===== src/rtl/cu_pkg.sv =====
// Shared types and constants for the multicycle control unit: FSM states,
// instruction classes, opcode map, pc_src encodings and ALU control classes.
package cu_pkg;

  typedef enum logic [2:0] {
    FETCH  = 3'd0,
    DECODE = 3'd1,
    EXEC   = 3'd2,
    MEM    = 3'd3,
    WB     = 3'd4,
    HALT   = 3'd5,
    TRAP   = 3'd6
  } state_t;

  typedef enum logic [2:0] {
    IC_ALU  = 3'd0,
    IC_LW   = 3'd1,
    IC_SW   = 3'd2,
    IC_BR   = 3'd3,
    IC_JMP  = 3'd4,
    IC_RET  = 3'd5,
    IC_HALT = 3'd6,
    IC_ILL  = 3'd7
  } iclass_t;

  // Opcodes are compared after zero-extension to 32 bits.
  localparam logic [31:0] OP_LW     = 32'h0000_0000;
  localparam logic [31:0] OP_SW     = 32'h0000_0001;
  localparam logic [31:0] OP_ALU_LO = 32'h0000_0002;
  localparam logic [31:0] OP_FN_LO  = 32'h0000_0004;
  localparam logic [31:0] OP_FN_HI  = 32'h0000_000B;
  localparam logic [31:0] OP_ALU_HI = 32'h0000_0013;
  localparam logic [31:0] OP_BRZ    = 32'h0000_0014;
  localparam logic [31:0] OP_BRN    = 32'h0000_0015;
  localparam logic [31:0] OP_BRC    = 32'h0000_0016;
  localparam logic [31:0] OP_BRO    = 32'h0000_0017;
  localparam logic [31:0] OP_BRA    = 32'h0000_0018;
  localparam logic [31:0] OP_JMP    = 32'h0000_0019;
  localparam logic [31:0] OP_RET    = 32'h0000_001A;
  localparam logic [31:0] OP_HALT   = 32'h0000_001B;

  localparam logic [1:0] PC_SEQ = 2'd0;
  localparam logic [1:0] PC_BR  = 2'd1;
  localparam logic [1:0] PC_JMP = 2'd2;
  localparam logic [1:0] PC_RET = 2'd3;

  localparam logic [1:0] ALU_CLS_PASS = 2'b00;
  localparam logic [1:0] ALU_CLS_BR   = 2'b01;
  localparam logic [1:0] ALU_CLS_ADD  = 2'b10;

  localparam logic [2:0] BR_Z   = 3'd0;
  localparam logic [2:0] BR_N   = 3'd1;
  localparam logic [2:0] BR_C   = 3'd2;
  localparam logic [2:0] BR_O   = 3'd3;
  localparam logic [2:0] BR_ALW = 3'd4;

  function automatic logic branch_taken(input logic [2:0] sel, input logic z,
                                        input logic n, input logic c, input logic o);
    logic t;
    case (sel)
      BR_Z:    t = z;
      BR_N:    t = n;
      BR_C:    t = c;
      BR_O:    t = o;
      BR_ALW:  t = 1'b1;
      default: t = 1'b0;
    endcase
    return t;
  endfunction

endpackage


===== src/rtl/cu_opcode_decode.sv =====
// Combinational opcode lookup: instruction class, ALU control class and
// branch condition select.
module cu_opcode_decode
  import cu_pkg::*;
#(
  parameter int OPCODE_W = 6
) (
  input  logic [OPCODE_W-1:0] opcode,
  output iclass_t             iclass,
  output logic [1:0]          alu_class,
  output logic [2:0]          br_sel
);

  logic [31:0] op_ext;
  assign op_ext = 32'(opcode);

  // Classify the opcode against the instruction map.
  always_comb begin
    iclass    = IC_ILL;
    alu_class = ALU_CLS_PASS;
    br_sel    = BR_ALW;
    if (op_ext == OP_LW) begin
      iclass = IC_LW;
    end else if (op_ext == OP_SW) begin
      iclass = IC_SW;
    end else if ((op_ext >= OP_ALU_LO) && (op_ext <= OP_ALU_HI)) begin
      iclass = IC_ALU;
      if ((op_ext >= OP_FN_LO) && (op_ext <= OP_FN_HI)) begin
        alu_class = ALU_CLS_ADD;
      end else begin
        alu_class = ALU_CLS_PASS;
      end
    end else if (op_ext == OP_BRZ) begin
      iclass = IC_BR;
      br_sel = BR_Z;
    end else if (op_ext == OP_BRN) begin
      iclass = IC_BR;
      br_sel = BR_N;
    end else if (op_ext == OP_BRC) begin
      iclass = IC_BR;
      br_sel = BR_C;
    end else if (op_ext == OP_BRO) begin
      iclass = IC_BR;
      br_sel = BR_O;
    end else if (op_ext == OP_BRA) begin
      iclass = IC_BR;
      br_sel = BR_ALW;
    end else if (op_ext == OP_JMP) begin
      iclass = IC_JMP;
    end else if (op_ext == OP_RET) begin
      iclass = IC_RET;
    end else if (op_ext == OP_HALT) begin
      iclass = IC_HALT;
    end else begin
      iclass = IC_ILL;
    end
  end

endmodule


===== src/rtl/multicycle_control_unit.sv =====
// Multicycle FETCH/DECODE/EXEC/MEM/WB sequencer with retired-instruction counter.
// Optional macro ILLEGAL_TRAP_EN adds the illegal_op output and the TRAP state.
module multicycle_control_unit
  import cu_pkg::*;
#(
  parameter int OPCODE_W = 6,
  parameter int ALU_OP_W = 2,
  parameter int CNT_W    = 16
) (
  input  logic                clk,
  input  logic                rst_n,
  input  logic [OPCODE_W-1:0] opcode,
  input  logic                flag_z,
  input  logic                flag_n,
  input  logic                flag_c,
  input  logic                flag_o,
  input  logic                mem_ready,
  output logic                mem_req,
  output logic                mem_we,
  output logic                iord,
  output logic                ir_load,
  output logic                pc_write,
  output logic [1:0]          pc_src,
  output logic [ALU_OP_W-1:0] alu_op,
  output logic                alu_src,
  output logic                reg_dst,
  output logic                mem_to_reg,
  output logic                reg_write,
  output logic                halted,
  output logic [CNT_W-1:0]    retired
`ifdef ILLEGAL_TRAP_EN
  ,
  output logic                illegal_op
`endif
);

  state_t      state_r, state_next_s;
  iclass_t     dec_class_s, class_r;
  logic [1:0]  dec_alu_s, alu_r;
  logic [2:0]  dec_br_s, br_r;
  logic [CNT_W-1:0] retired_r;
  logic        retire_s;
  logic        taken_s;

  cu_opcode_decode #(.OPCODE_W(OPCODE_W)) u_dec (
    .opcode    (opcode),
    .iclass    (dec_class_s),
    .alu_class (dec_alu_s),
    .br_sel    (dec_br_s)
  );

  assign taken_s = branch_taken(br_r, flag_z, flag_n, flag_c, flag_o);
  assign retired = retired_r;

  // State register, decoded-opcode latch and retired counter.
  always_ff @(posedge clk or negedge rst_n) begin
    if (!rst_n) begin
      state_r   <= FETCH;
      class_r   <= IC_ILL;
      alu_r     <= ALU_CLS_PASS;
      br_r      <= BR_ALW;
      retired_r <= {CNT_W{1'b0}};
    end else begin
      state_r   <= state_next_s;
      retired_r <= retired_r + CNT_W'(retire_s);
      if (state_r == DECODE) begin
        class_r <= dec_class_s;
        alu_r   <= dec_alu_s;
        br_r    <= dec_br_s;
      end
    end
  end

  // Next state and Moore controls; everything is forced low while rst_n is low.
  always_comb begin
    state_next_s = state_r;
    mem_req      = 1'b0;
    mem_we       = 1'b0;
    iord         = 1'b0;
    ir_load      = 1'b0;
    pc_write     = 1'b0;
    pc_src       = PC_SEQ;
    alu_op       = {ALU_OP_W{1'b0}};
    alu_src      = 1'b0;
    reg_dst      = 1'b0;
    mem_to_reg   = 1'b0;
    reg_write    = 1'b0;
    halted       = 1'b0;
    retire_s     = 1'b0;
`ifdef ILLEGAL_TRAP_EN
    illegal_op   = 1'b0;
`endif
    if (rst_n) begin
      case (state_r)
        FETCH: begin
          mem_req = 1'b1;
          if (mem_ready) begin
            ir_load      = 1'b1;
            pc_write     = 1'b1;
            pc_src       = PC_SEQ;
            state_next_s = DECODE;
          end else begin
            state_next_s = FETCH;
          end
        end
        DECODE: begin
`ifdef ILLEGAL_TRAP_EN
          state_next_s = (dec_class_s == IC_ILL) ? TRAP : EXEC;
`else
          state_next_s = EXEC;
`endif
        end
        EXEC: begin
          case (class_r)
            IC_ALU: begin
              alu_op       = ALU_OP_W'(alu_r);
              state_next_s = WB;
            end
            IC_LW, IC_SW: begin
              alu_src      = 1'b1;
              alu_op       = ALU_OP_W'(ALU_CLS_ADD);
              state_next_s = MEM;
            end
            IC_BR: begin
              alu_op   = ALU_OP_W'(ALU_CLS_BR);
              retire_s = 1'b1;
              if (taken_s) begin
                pc_write = 1'b1;
                pc_src   = PC_BR;
              end else begin
                pc_write = 1'b0;
              end
              state_next_s = FETCH;
            end
            IC_JMP: begin
              pc_write     = 1'b1;
              pc_src       = PC_JMP;
              retire_s     = 1'b1;
              state_next_s = FETCH;
            end
            IC_RET: begin
              pc_write     = 1'b1;
              pc_src       = PC_RET;
              retire_s     = 1'b1;
              state_next_s = FETCH;
            end
            IC_HALT: begin
              retire_s     = 1'b1;
              state_next_s = HALT;
            end
            default: begin
              // Illegal opcode retires as a NOP.
              retire_s     = 1'b1;
              state_next_s = FETCH;
            end
          endcase
        end
        MEM: begin
          mem_req = 1'b1;
          iord    = 1'b1;
          mem_we  = (class_r == IC_SW);
          if (mem_ready) begin
            if (class_r == IC_SW) begin
              retire_s     = 1'b1;
              state_next_s = FETCH;
            end else begin
              state_next_s = WB;
            end
          end else begin
            state_next_s = MEM;
          end
        end
        WB: begin
          reg_write    = 1'b1;
          retire_s     = 1'b1;
          state_next_s = FETCH;
          if (class_r == IC_LW) begin
            mem_to_reg = 1'b1;
          end else begin
            reg_dst = 1'b1;
          end
        end
        HALT: begin
          halted       = 1'b1;
          state_next_s = HALT;
        end
        TRAP: begin
`ifdef ILLEGAL_TRAP_EN
          illegal_op = 1'b1;
          pc_write   = 1'b1;
          pc_src     = PC_JMP;
`endif
          state_next_s = FETCH;
        end
        default: begin
          state_next_s = FETCH;
        end
      endcase
    end else begin
      state_next_s = FETCH;
    end
  end

endmodule


===== config.mk =====
export PLATFORM = sky130hd
export DESIGN_NAME = multicycle_control_unit
export DESIGN_NICKNAME = d
export VERILOG_FILES = /design/src/rtl/cu_pkg.sv /design/src/rtl/cu_opcode_decode.sv /design/src/rtl/multicycle_control_unit.sv
export SDC_FILE = /design/constraint.sdc
export NUM_CORES = 1
export LEC_CHECK = 0
export BUFFER_PORTS_ARGS = -buffer_cell sky130_fd_sc_hd__buf_2
export CAP_MARGIN = 20
export CELL_PAD_IN_SITES_DETAIL_PLACEMENT = 0
export CELL_PAD_IN_SITES_GLOBAL_PLACEMENT = 1
export CORE_UTILIZATION = 40
export CTS_BUF_LIST = sky130_fd_sc_hd__clkbuf_2
export DETAILED_ROUTE_END_ITERATION = 6
export GPL_TIMING_DRIVEN = 0
export PLACE_DENSITY_LB_ADDON = 0.1
export SYNTH_ARGS = -nofsm -noshare
export SYNTH_HDL_FRONTEND = slang
export SYNTH_SLANG_ARGS = --single-unit

===== constraint.sdc =====
create_clock -name clk -period 2.4 [get_ports clk]
set_input_delay 0.48 -clock clk [delete_from_list [all_inputs] [get_ports clk]]
set_output_delay 0.48 -clock clk [all_outputs]
set_load 0.05 [all_outputs]

==> run_results.csv <==
group,metric,value,unit
setup_path,startpoint_type,"flip-flop",
layout,drive_gt1_share,34.43,%
routing,wl_per_cell,12.86,um
synthesis,synth_top_family_by_area,"simple AND/OR/NAND/NOR gates",
floorplan,num_rows,22,
synthesis,yosys-top-cells-count,"22 x dfrtp_1, 16 x nand2_1, 14 x nor2_1, 10 x xnor2_1",
hold_path,min_path_type,"primary input to async pin",
global_route,grt-busiest-layer,"met2",
routing,wl,3343,um
setup_path,cp.arrival,1780,ps
place,gp_congestion,0.7489,
clocking,clk_pin_slew,250,ps
clocking,clock_latency,350,ps
layout,areaGrowthSynthToFinish,29.15,%
setup_path,required,1920,ps
clocking,clockBufferDepth,2,
setup_path,end_kind,"primary output",
floorplan,die-area,4061,sq um
routing,vias,1346,
power_and_ir_drop,peakVddDrop,0.0002564,V
routing,postRouteAntennaNets,0,
floorplan,core,3661,sq um
synthesis,netlist.area_leader.share,36.12,%
synthesis,synth_area_per_cell,9.349,sq um
synthesis,yosysSeqAreaShare,43.02,%
status,outcome,"finished, final reports clean",
power_and_ir_drop,power.density,635.7,nW/um^2
global_route,overflow,0,
routing,drc,0,
global_route,use_met2,27.39,%
synthesis,synth_fp_nets,178,
global_route,grtUsageMet1,25.59,%
synthesis,synth_xor_area_share,9.195,%
timing,worst_slew_pin_slew,454.0,ps
place,io_buffers,40,
clocking,cts_sinks,26,
routing,via_per_inst,5.177,
floorplan,initial_core_util,41.63,%
routing,drtIter0Drc,66,
timing,relSlewSlack,69.46,%
power_and_ir_drop,p_leak,0.9541,nW
global_route,grt_max_degree,23,
synthesis,synth_edf_count,0,
synthesis,synthMostInstantiatedCell,"dfrtp_1",
timing,finClkSkew,7.488,ps
setup_path,path_class,"flip-flop to primary output",
global_route,grt_pass1_wl,5713,um
clocking,root_buffer,"clkbuf_2",
synthesis,synth_simple_gate_area_share,31.12,%
place,hpwl,2363,um
clocking,numCtsBuffers,3,
timing,finalCritPeriodShare,94.03,%
floorplan,io_pins,43,
timing,setup_viol,0,
clocking,cts_tree,"yes",
floorplan,chipWidth,63.73,um
clocking,htree_num_levels,1,
synthesis,ys_warn_count,0,
floorplan,die_y,63.73,um
synthesis,yosys.area.top_type,"dfrtp_1",
synthesis,synth_ff_type,"dfrtp_1",
layout,diodes,0,
setup_path,critical_path.max_fanout,10,
synthesis,synthDistinctLibCells,45,
synthesis,syn-cell-area,1524,sq um
layout,layout.nets,228,
timing,timing.final.crit_period,2257,ps
synthesis,synthArstFlopShare,100.0,%
synthesis,syn_inst,163,
routing,firstDrtPassIters,4,
global_route,grt_pass1_vias,1229,
timing,finalHoldViolCount,0,
synthesis,synth_mux_area_share,0.6568,%
layout,final_util,53.76,%
synthesis,synth_seq_cells,26,
synthesis,synthAdderAreaFrac,1.642,%
global_route,grt_usage,17.92,%
global_route,antenna_found_initial,0,
timing,slew_viol_final,0,
timing,fin_tns_setup,0,ps
timing,grt_setup_unrepaired,"false",
global_route,met3_usage,2.717,%
synthesis,yosys-top-cells-area,"dfrtp_1 36%, dfstp_2 6.9%, xnor2_1 5.7%, nand2_1 3.9%, nor2_1 3.4%",
synthesis,synth-compound-area-share,11.58,%
job,drv_cap,0,
timing,fmax,443.1,MHz
-- repair_timing --
item	CTS	global route
hold buffers	1	0
buffers inserted	0	4
hold endpoints to repair	22	0
pin swaps	0	2
endpoints found under the setup margin	13	9
resized for setup	5	17
-- critical path, cell delays in order (launching register included) --
cell and delay, ps:
dfstp_2 590, clkbuf_4 200, nand2b_1 70, a21oi_1 180, nor2b_1 150, clkbuf_4 240
-- path summary, 6_finish.rpt --
check                                  startpoint               endpoint  slack [ps]  depth (start not counted)
setup / recovery           class_r[0]$_DFFE_PN1P_                alu_src         140                          5
hold / removal                              rst_n    br_r[2]$_DFFE_PN1P_          50                          1
setup reg to reg             state_r[0]$_DFF_PN0_  retired[10]$_DFF_PN0_         190                         10
hold reg to reg             retired[15]$_DFF_PN0_  retired[15]$_DFF_PN0_         480                          1
max in group asynchronous                   rst_n   retired[9]$_DFF_PN0_        1370                          3
min in group clk                        opcode[5]   alu_r[1]$_DFFE_PN0P_         350                          2
-- layout make-up --
| class | count | area (sq um) |
|---|---|---|
| repair buffers | 46 | 282.8 |
| clock inverters | 1 | 30.03 |
| plain buffers | 7 | 40.04 |
| inverters | 2 | 7.507 |
| clock buffers | 3 | 15.01 |
| fillers | 365 | 1693 |
| multi-input cells | 127 | 875.8 |
| flip-flops and latches | 26 | 656.9 |
| well taps | 48 | 60.06 |
-- where the power goes --
| group | internal (W) | leakage, nW | switching, W |
|---|---|---|---|
| clock | 0.000143 | 0.0266 | 0.000135 |
| combinational | 0.000149 | 0.586 | 0.000282 |
| sequential | 0.000496 | 0.342 | 0.0000460 |
| total | 0.000789 | 0.954 | 0.000463 |
-- state kept, by name, summed over array words and instances, names as in the netlist --
signal	cells
retired	16
br_r	3
class_r	3
state_r	3
alu_r	1
-- stage by stage --
| step | total power [W] | hold WS (ps) | instances | cell area [sq um] | setup slack, ps |
|---|---|---|---|---|---|
| after floorplan | 0.0008356 | 184.4 | 163 | 1536 | 24.99 |
| after global placement | 0.0009287 | 450.6 | 251 | 1797 | -511.3 |
| after detailed placement | 0.0009361 | 457.6 | 251 | 1797 | -526.3 |
| after CTS | 0.001223 | 42.86 | 255 | 1861 | 14.77 |
| after global routing | 0.001327 | 12.25 | 260 | 1968 | 3.501 |
| final | 0.001251 | 53.65 | 260 | 1968 | 143.2 |
-- cells by family (layout without fill, tap and decap cells) --
logic type      count (synthesis)  count (layout)
mux                             1               1
simple gates                   82              82
flops                          26              26
compound gates                 26              26
xor+xnor                       16              16
fa+ha+maj                       2               2
buf+inv                        10              59
-- per-layer routing --
| layer | part of all wire [%] | wire length, um |
|---|---|---|
| met5 | 0 | 0 |
| met4 | 0.69 | 23 |
| met3 | 3.4 | 114 |
| met2 | 46 | 1550 |
| met1 | 50 | 1656 |
-- cells in the final DEF (no fill, tap or decap), drive strengths merged, types with 4 or more instances in the layout --
cell	instances
a21oi	5
a31oi	4
and3	4
buf	45
clkbuf	10
dfrtp	22
dfstp	4
nand2	16
nand2b	7
nand3	7
nand4	4
nor2	14
nor2b	8
nor3	8
o21ai	4
xnor2	10
xor2	6
Power figures use the tool's default switching activity.
